===== src/rtl/alu_exec.sv =====
// alu_exec: 16-bit execute stage feeding the write port of an 8x16 register file.
//
// A request is accepted on a rising edge where i_Start=1 and o_Busy=0. ALU and
// shift ops produce their result at the accept edge and go straight to the
// writeback state. MUL runs a 16-cycle LSB-first add-shift loop before
// writeback. Writeback lasts one cycle: o_fWE and o_Done pulse together.
//
// Build option: define ALU_MUL_EN to include the multiplier. When ALU_MUL_EN is
// not defined, opcode 111 completes (o_Done pulses) without writing anything.
//
// Ports:
//   i_Clk    clock, rising edge
//   i_Rst    asynchronous active-low reset
//   i_Start  request strobe
//   i_Op     000 ADD 001 SUB 010 AND 011 OR 100 XOR 101 SHL 110 SHR 111 MUL
//   i_Rd     destination register index
//   i_A/i_B  operands
//   o_Busy   high outside IDLE
//   o_fWE    register file write enable (one-cycle pulse)
//   o_Rd     register file write index
//   o_Data   register file write data
//   o_Done   one-cycle completion pulse
//   o_Zero   last written result was zero
//   o_Carry  last carry / borrow / shifted-out bit / multiply overflow
module alu_exec (
  input  logic        i_Clk,
  input  logic        i_Rst,
  input  logic        i_Start,
  input  logic [2:0]  i_Op,
  input  logic [2:0]  i_Rd,
  input  logic [15:0] i_A,
  input  logic [15:0] i_B,
  output logic        o_Busy,
  output logic        o_fWE,
  output logic [2:0]  o_Rd,
  output logic [15:0] o_Data,
  output logic        o_Done,
  output logic        o_Zero,
  output logic        o_Carry
);

  localparam logic [1:0] IDLE = 2'd0;
  localparam logic [1:0] MUL  = 2'd1;
  localparam logic [1:0] WB   = 2'd2;

  localparam logic [2:0] OP_ADD = 3'b000;
  localparam logic [2:0] OP_SUB = 3'b001;
  localparam logic [2:0] OP_AND = 3'b010;
  localparam logic [2:0] OP_OR  = 3'b011;
  localparam logic [2:0] OP_XOR = 3'b100;
  localparam logic [2:0] OP_SHL = 3'b101;
  localparam logic [2:0] OP_SHR = 3'b110;
  localparam logic [2:0] OP_MUL = 3'b111;

  logic [1:0]  state;

  // Single-cycle result: bit 16 is the carry flag for every op.
  logic [16:0] wide;
  logic [16:0] shr_ext;

  always_comb begin
    wide    = '0;
    // Shift right with one guard bit below the LSB: the guard bit ends up
    // holding the last bit shifted out (0 for a zero shift amount).
    shr_ext = {i_A, 1'b0} >> i_B[3:0];
    case (i_Op)
      OP_ADD:  wide = {1'b0, i_A} + {1'b0, i_B};
      OP_SUB:  wide = {1'b0, i_A} - {1'b0, i_B};
      OP_AND:  wide = {1'b0, i_A & i_B};
      OP_OR:   wide = {1'b0, i_A | i_B};
      OP_XOR:  wide = {1'b0, i_A ^ i_B};
      OP_SHL:  wide = {1'b0, i_A} << i_B[3:0];
      OP_SHR:  wide = {shr_ext[0], shr_ext[16:1]};
      default: wide = '0;
    endcase
  end

`ifdef ALU_MUL_EN
  logic [31:0] mcand;
  logic [15:0] mplier;
  logic [31:0] acc;
  logic [3:0]  cnt;
  logic [2:0]  rd_q;
  logic [31:0] acc_next;

  always_comb begin
    acc_next = acc + (mplier[0] ? mcand : '0);
  end
`endif

  always_ff @(posedge i_Clk or negedge i_Rst) begin
    if (!i_Rst) begin
      state   <= IDLE;
      o_Busy  <= 1'b0;
      o_fWE   <= 1'b0;
      o_Done  <= 1'b0;
      o_Rd    <= '0;
      o_Data  <= '0;
      o_Zero  <= 1'b0;
      o_Carry <= 1'b0;
`ifdef ALU_MUL_EN
      mcand   <= '0;
      mplier  <= '0;
      acc     <= '0;
      cnt     <= '0;
      rd_q    <= '0;
`endif
    end else begin
      case (state)
        IDLE: begin
          if (i_Start) begin
            o_Busy <= 1'b1;
            if (i_Op == OP_MUL) begin
`ifdef ALU_MUL_EN
              mcand  <= {16'h0000, i_A};
              mplier <= i_B;
              acc    <= '0;
              cnt    <= '0;
              rd_q   <= i_Rd;
              state  <= MUL;
`else
              // Completes without touching the register file or the flags.
              o_Done <= 1'b1;
              o_fWE  <= 1'b0;
              state  <= WB;
`endif
            end else begin
              o_Data  <= wide[15:0];
              o_Carry <= wide[16];
              o_Zero  <= (wide[15:0] == '0);
              o_Rd    <= i_Rd;
              o_Done  <= 1'b1;
              o_fWE   <= 1'b1;
              state   <= WB;
            end
          end
        end
`ifdef ALU_MUL_EN
        MUL: begin
          acc    <= acc_next;
          mcand  <= mcand << 1;
          mplier <= mplier >> 1;
          cnt    <= cnt + 4'd1;
          if (cnt == 4'd15) begin
            o_Data  <= acc_next[15:0];
            o_Carry <= |acc_next[31:16];
            o_Zero  <= (acc_next[15:0] == '0);
            o_Rd    <= rd_q;
            o_Done  <= 1'b1;
            o_fWE   <= 1'b1;
            state   <= WB;
          end
        end
`endif
        WB: begin
          o_Busy <= 1'b0;
          o_Done <= 1'b0;
          o_fWE  <= 1'b0;
          state  <= IDLE;
        end
        default: begin
          o_Busy <= 1'b0;
          o_Done <= 1'b0;
          o_fWE  <= 1'b0;
          state  <= IDLE;
        end
      endcase
    end
  end

endmodule

===== config.mk =====
export PLATFORM = sky130hd
export DESIGN_NAME = alu_exec
export DESIGN_NICKNAME = d
export VERILOG_FILES = /design/src/rtl/alu_exec.sv
export SDC_FILE = /design/constraint.sdc
export NUM_CORES = 1
export LEC_CHECK = 0
export BUFFER_PORTS_ARGS = -buffer_cell sky130_fd_sc_hd__buf_2
export CORE_ASPECT_RATIO = 1.4
export CORE_MARGIN = 4
export CORE_UTILIZATION = 55
export CTS_CLUSTER_DIAMETER = 100
export DETAILED_ROUTE_END_ITERATION = 8
export GPL_TIMING_DRIVEN = 0
export PLACE_DENSITY = 0.77
export SYNTH_ARGS = -nofsm -noshare
export SYNTH_HDL_FRONTEND = slang
export SYNTH_SLANG_ARGS = --single-unit

===== constraint.sdc =====
create_clock -name i_Clk -period 5.63 [get_ports i_Clk]
set_clock_uncertainty 0.1 [all_clocks]
set_input_delay 0 -clock i_Clk [delete_from_list [all_inputs] [get_ports i_Clk]]
set_output_delay 0 -clock i_Clk [all_outputs]
set_load 0.02 [all_outputs]

==> flow_summary.yaml, run 1 <==
pwr:
  ir_drop_mv: 0.192
  p_leak_nw: 2.39
  power_density_mw_per_mm2: 179
floorplan:
  die_w_um: 85.0
  fp.coreArea_mm2: 0.00815
  io_pins: 65
  start_util: 0.561
  num_rows: 39
  die_h_um: 116
  die-area_mm2: 0.00985
clocking:
  cts_sinks: 23
  post_cts_buffers: 0
  clock_path_buffers: 2
  clk_pin_slew_ns: 0.06
  cts-htree-levels: 1
  cts-buffers-inserted: 3
  clk_latency_ns: 0.25
  cts_tree: "built"
  cts_root_buffer: "clkbuf_16"
critical_path:
  path_cells: "buf_2, clkbuf_1, nor2_1, clkbuf_1, nand2_1, clkbuf_1, o21ai_0, inv_1, ha_1, nor2b_1, o31a_1, o41ai_2, xnor2_1, a211oi_1, nand4_1, or4_1, o41ai_2"
  crit_arrival_ns: 5.23
  required_ns: 5.69
  critPathSlowestCell: "nor2_1"
  max_stage_delay_ns: 0.71
  start_kind: "input port"
  cp_common_cell: "clkbuf_1"
  crit_fanout: 10
  crit_family: "compound AO/OA/AOI/OAI gates"
  criticalPathCategory: "in -> reg"
  endpoint_kind: "register"
  cp_num_buf_inv: 5
final_layout:
  fill_cells: 749
  drive_above_1_share: 0.192
  nets: 743
  stdcell_count: 752
  area_growth_pct: 12.9
  num_antenna_cells: 0
routing:
  wl_um: 17200
  ant_nets: 0
  drt-initial-drc-count: 496
  vias: 5094
  vias_per_cell: 6.77
  drt-wirelength-per-cell_um: 22.9
  drtPass1Iterations: 6
  drc: 0
yosys:
  syn_area_mm2: 0.00457
  yosysWarnings: 0
  yosys.area.top_type: "ha_1"
  yosysTopAreaCellShare: 0.137
  synth-edff-count: 0
  ys_types: 71
  synth-seq-cells: 23
  synth_nets: 669
  syn_inst: 577
  synth-main-ff-cell: "dfrtp_1"
  yosys-top-cells-count: "62 x nand2_1, 50 x ha_1, 48 x nor2_1"
  async_flop_share: 1.00
  postSynthAreaPerCell_um2: 7.92
  yosysMostFrequentCell: "nand2_1"
  ys_seq_area_frac: 0.126
  yosys-top-cells-area: "ha_1 14%, dfrtp_1 13%, mux4_2 6.9%, mux2i_1 5.3%, nand2_1 5.1%"
outcome:
  status: "completed"
job:
  drv_cap: 0
global_routing:
  grt_use_met2: 0.592
  antenna_found_initial: 0
  grt_max_degree: 24
  top_usage_layer: "met2"
  grt_pass1_vias: 4851
  grt_pass1_wl_um: 26400
  grt_usage: 0.343
  overflow: 0
  grt_util_met3: 0.0363
  grt.met1_usage: 0.421
timing:
  tns_ns: 0
  min_period_ns: 5.17
  rsz0062_at_grt: "false"
  slew_headroom: 0.445
  tightest_slew_ns: 0.829
  fmax_mhz: 193
  drv_slew: 0
  timing.final.hold_violations: 0
  final.period_utilization: 0.919
  setup_viol: 0
place:
  port_buffers: 64
  dpl.hpwl_um: 13800
  gp_congestion: 1.04
  dp.cells: 743
worst_hold_path:
  hold_path.class: "in -> async"
layout make-up:
class	count	area, um^2	share of cell area
Buffer	39	195	0.0378
Clock buffer	3	75.1	0.0146
Sequential cell	23	576	0.112
Inverter	42	158	0.0306
Tap cell	102	128	0.0247
Clock inverter	1	5.00	0.000970
Timing Repair Buffer	69	370	0.0718
Multi-Input combinational cell	473	3650	0.708
cell families after synthesis:
family                   Yosys count  share of synthesized area
AND/OR/NAND/NOR                  175                      0.183
AO/OA/AOI/OAI                    167                      0.258
buffers and inverters             81                     0.0772
multiplexers                      59                      0.174
adder cells (fa/ha/maj)           51                      0.141
flip-flops                        23                      0.126
XOR/XNOR                          21                     0.0403
layout by cell type, fill, tap and decap left out, types with 5 or more instances in the layout:
master	n
buf_2	70
nand2_1	62
ha_1	50
nor2_1	48
inv_1	42
a21oi_1	28
o21ai_0	26
mux2i_1	24
dfrtp_1	23
clkbuf_1	21
mux2_2	20
xnor2_1	19
a22oi_1	15
o22ai_1	15
mux4_2	14
a211oi_1	12
nor3_1	11
o211ai_1	11
nor2b_1	8
nand2b_1	7
buf_1	6
nand4_1	6
buf_6	5
a21o_1	5
nand3_1	5
o221ai_1	5
dlygate4sd3_1	5
through the flow:
stage / power (W) / setup slack [ns] / utilization / hold WS (ns) / instance area, um^2
global placement: 0.000746 / -0.0810 / 0.616 / -0.118 / 5020
detailed placement: 0.000757 / -0.194 / 0.616 / -0.106 / 5020
floorplan: 0.000577 / 1.42 / - / -0.396 / 4570
global route: 0.000975 / 0.174 / 0.633 / 0.207 / 5160
CTS: 0.000912 / 0.0441 / 0.632 / 0.169 / 5150
finish: 0.000925 / 0.456 / 0.633 / 0.138 / 5160
worst reg2reg max path: stages, from the launching register on:
cell      delay, ns
dfrtp_1        0.41
nor2b_1        0.22
nand2_1        0.23
a311oi_1       0.27
nand4_1        0.25
nor4_1         0.28
nand4_1        0.16
or4_1          0.55
o41ai_2        0.28
flip-flops by register name, summed over array words and instances, names as in the netlist:
signal / flops
o_Data: 16
o_Rd: 3
o_Carry: 1
o_Zero: 1
o_fWE: 1
state: 1
path summary, 6_finish.rpt:
check | from | cells after the start | slack, ns | end
setup / recovery | i_Op[1] | 17 | 0.46 | o_Zero$_DFFE_PN0P_
hold / removal | i_Rst | 2 | 0.14 | o_Data[14]$_DFFE_PN0P_
setup reg to reg | state[1]$_DFFE_PN0P_ | 8 | 2.79 | o_Zero$_DFFE_PN0P_
hold reg to reg | o_Rd[1]$_DFFE_PN0P_ | 2 | 0.37 | o_Rd[1]$_DFFE_PN0P_
max in group asynchronous | i_Rst | 2 | 4.96 | o_Rd[0]$_DFFE_PN0P_
min in group i_Clk | i_B[14] | 5 | 0.30 | o_Carry$_DFFE_PN0P_
where the power goes:
part | leakage (nW) | internal, W | switching, W
Sequential | 0.288 | 0.000198 | 0.0000164
Clock | 0.0409 | 0.0000955 | 0.0000578
Combinational | 2.06 | 0.000213 | 0.000344
Total | 2.39 | 0.000507 | 0.000419
per-layer routing:
| layer | wire, um | up-vias |
|---|---|---|
| met2 | 8400 | 294 |
| met4 | 950 | 0 |
| li1 | - | 2298 |
| met1 | 6640 | 2443 |
| met3 | 1240 | 59 |
| met5 | 0 | - |
repair_timing:
item	CTS	global route
hold buffers	5	0
setup endpoints to repair	0	1
hold endpoints to repair	28	0
resized for setup	0	3
No activity file was read; power rests on OpenSTA's default activity.
==> inputs of run 2 (changes only) <==
- ABC_CLOCK_PERIOD_IN_PS: not set -> 5630
- PLACE_DENSITY: 0.77 -> 0.87
==> run 2 against run 1 <==
Effect of this change: worst hold slack improved by 0.017 ns; highest routed layer unchanged; worst setup slack got worse by 0.094 ns; final cell count did not move; clock power barely moved; global-route usage rose by 0.63 points; largest power group unchanged; critical endpoint unchanged; critical path depth rose by 5; combinational power barely moved.
==> flow_summary.yaml, run 2 (synthesis results as in run 1) <==
critical_path:
  start_kind: "input port"
  max_stage_delay_ns: 0.57
  crit_fanout: 10
  critPathSlowestCell: "a2111oi_1"
  path_cells: "buf_2, buf_6, buf_2, buf_1, buf_1, inv_1, ha_1, nand2_1, nor3_1, nand2_1, nor4_2, nor2_1, xnor2_1, ha_1, clkbuf_1, nor2_1, o21ai_0, o221ai_1, a2111oi_1, nand4_1, or4_1, o41ai_2"
  crit_family: "simple AND/OR/NAND/NOR gates"
  criticalPathCategory: "in -> reg"
  cp_num_buf_inv: 7
  endpoint_kind: "register"
  crit_arrival_ns: 5.32
  required_ns: 5.68
timing:
  drv_slew: 0
  slew_headroom: 0.374
  rsz0062_at_grt: "false"
  timing.final.hold_violations: 0
  min_period_ns: 5.27
  fmax_mhz: 190
  setup_viol: 0
  tightest_slew_ns: 0.916
  fin_hold_ws_ns: 0.155
  final.period_utilization: 0.936
  tns_ns: 0
final_layout:
  reg_top3: "o_Data (16), o_Rd (3)"
  drive_above_1_share: 0.189
  nets: 743
  final_common_cell: "buf_2"
  stdcell_count: 752
  area_growth_pct: 12.8
  top_register: "o_Data"
  largest_reg_flops: 16
  mostFrequentLayoutCells: "70 x buf_2, 62 x nand2_1, 50 x ha_1, 48 x nor2_1, 42 x inv_1"
  num_antenna_cells: 0
  final_util: 0.632
global_routing:
  grt_pass1_wl_um: 26900
  grt_usage: 0.349
  antenna_found_initial: 0
  grt_pass1_vias: 4937
  grt_max_degree: 24
  overflow: 0
floorplan:
  die_h_um: 116
  io_pins: 65
  fp.coreArea_mm2: 0.00815
  num_rows: 39
  die_w_um: 85.0
  start_util: 0.561
  die-area_mm2: 0.00985
pwr:
  p_int_w: 0.000507
  power_w: 0.000923
  p_leak_nw: 2.39
  power_density_mw_per_mm2: 179
  combPwrFrac: 0.603
  p_sw_w: 0.000416
  p_clk_frac: 0.164
  ir_drop_mv: 0.185
  swShare: 0.451
  seq_power_share: 0.233
clocking:
  clock_path_buffers: 2
  cts_tree: "built"
  cts_sinks: 23
  post_cts_buffers: 0
  clk_latency_ns: 0.25
  cts-htree-levels: 1
  clk_pin_slew_ns: 0.06
  cts-buffers-inserted: 3
  cts_root_buffer: "clkbuf_16"
place:
  dpl.hpwl_um: 13900
  port_buffers: 64
  gp_congestion: 1.04
  dp.cells: 743
routing:
  drtPass1Iterations: 5
  ant_nets: 0
  wl_um: 17500
  drc: 0
  drt-wirelength-per-cell_um: 23.2
  drt-initial-drc-count: 477
  vias_per_cell: 6.76
  vias: 5083
worst_hold_path:
  hold_path.class: "in -> async"
outcome:
  status: "completed"
job:
  drv_cap: 0
run 2: cell types whose count changed in the layout (fill, tap and decap cells not counted), sizes merged:
cell	before	now
clkinv	1	0
clkbuf	24	25
run 2: area by class of cell:
cell class              count  area (um^2)
multi-input cells         473         3650
plain buffers              39          195
well taps                 102          128
inverters                  42          158
clock buffers               4         78.8
flip-flops and latches     23          576
fillers                   739         3000
repair buffers             69          370
run 2: layer usage:
metal  GRT usage  vias to the layer above  routed length, um
met5           0                        -                  0
met2       0.600                      322               8410
li1            -                     2295                  -
met1       0.418                     2382               6490
met3      0.0405                       84               1350
met4       0.204                        0               1220
run 2: timing repair:
action | CTS | global route
hold endpoints to repair | 28 | 0
endpoints found under the setup margin | 0 | 1
resized for setup | 0 | 2
hold buffers | 5 | 0
run 2: final timing paths:
path | startpoint | to | slack (ns) | depth (start not counted)
min in group i_Clk | i_B[14] | o_Carry$_DFFE_PN0P_ | 0.30 | 5
max in group asynchronous | i_Rst | o_Rd[2]$_DFFE_PN0P_ | 4.93 | 2
hold reg to reg | o_Rd[2]$_DFFE_PN0P_ | o_Rd[2]$_DFFE_PN0P_ | 0.37 | 2
setup reg to reg | state[1]$_DFFE_PN0P_ | o_Zero$_DFFE_PN0P_ | 2.81 | 8
hold / removal | i_Rst | o_Zero$_DFFE_PN0P_ | 0.15 | 2
setup / recovery | i_B[1] | o_Zero$_DFFE_PN0P_ | 0.36 | 22
run 2: worst reg2reg max path: cells and delay by family (launching register included):
family / cells / cell delay (ns)
AOI/OAI and AO/OA: 2 / 0.55
DFF: 1 / 0.40
and+or+nand+nor: 6 / 1.65
run 2: power by group through the flow:
stage | combinational (W) | sequential [W] | clock, W
after floorplan | 0.000318 | 0.000259 | 0
after global placement | 0.000531 | 0.000216 | 0
after detailed placement | 0.000540 | 0.000218 | 0
after CTS | 0.000545 | 0.000215 | 0.000154
after global routing | 0.000599 | 0.000219 | 0.000156
final | 0.000556 | 0.000215 | 0.000152
run 2: stage by stage:
stage,area [um^2],setup slack [ns]
after floorplan,4570,1.42
after global placement,5020,0.126
after detailed placement,5020,0.0520
after CTS,5140,0.269
after global routing,5150,0.0320
final,5150,0.362
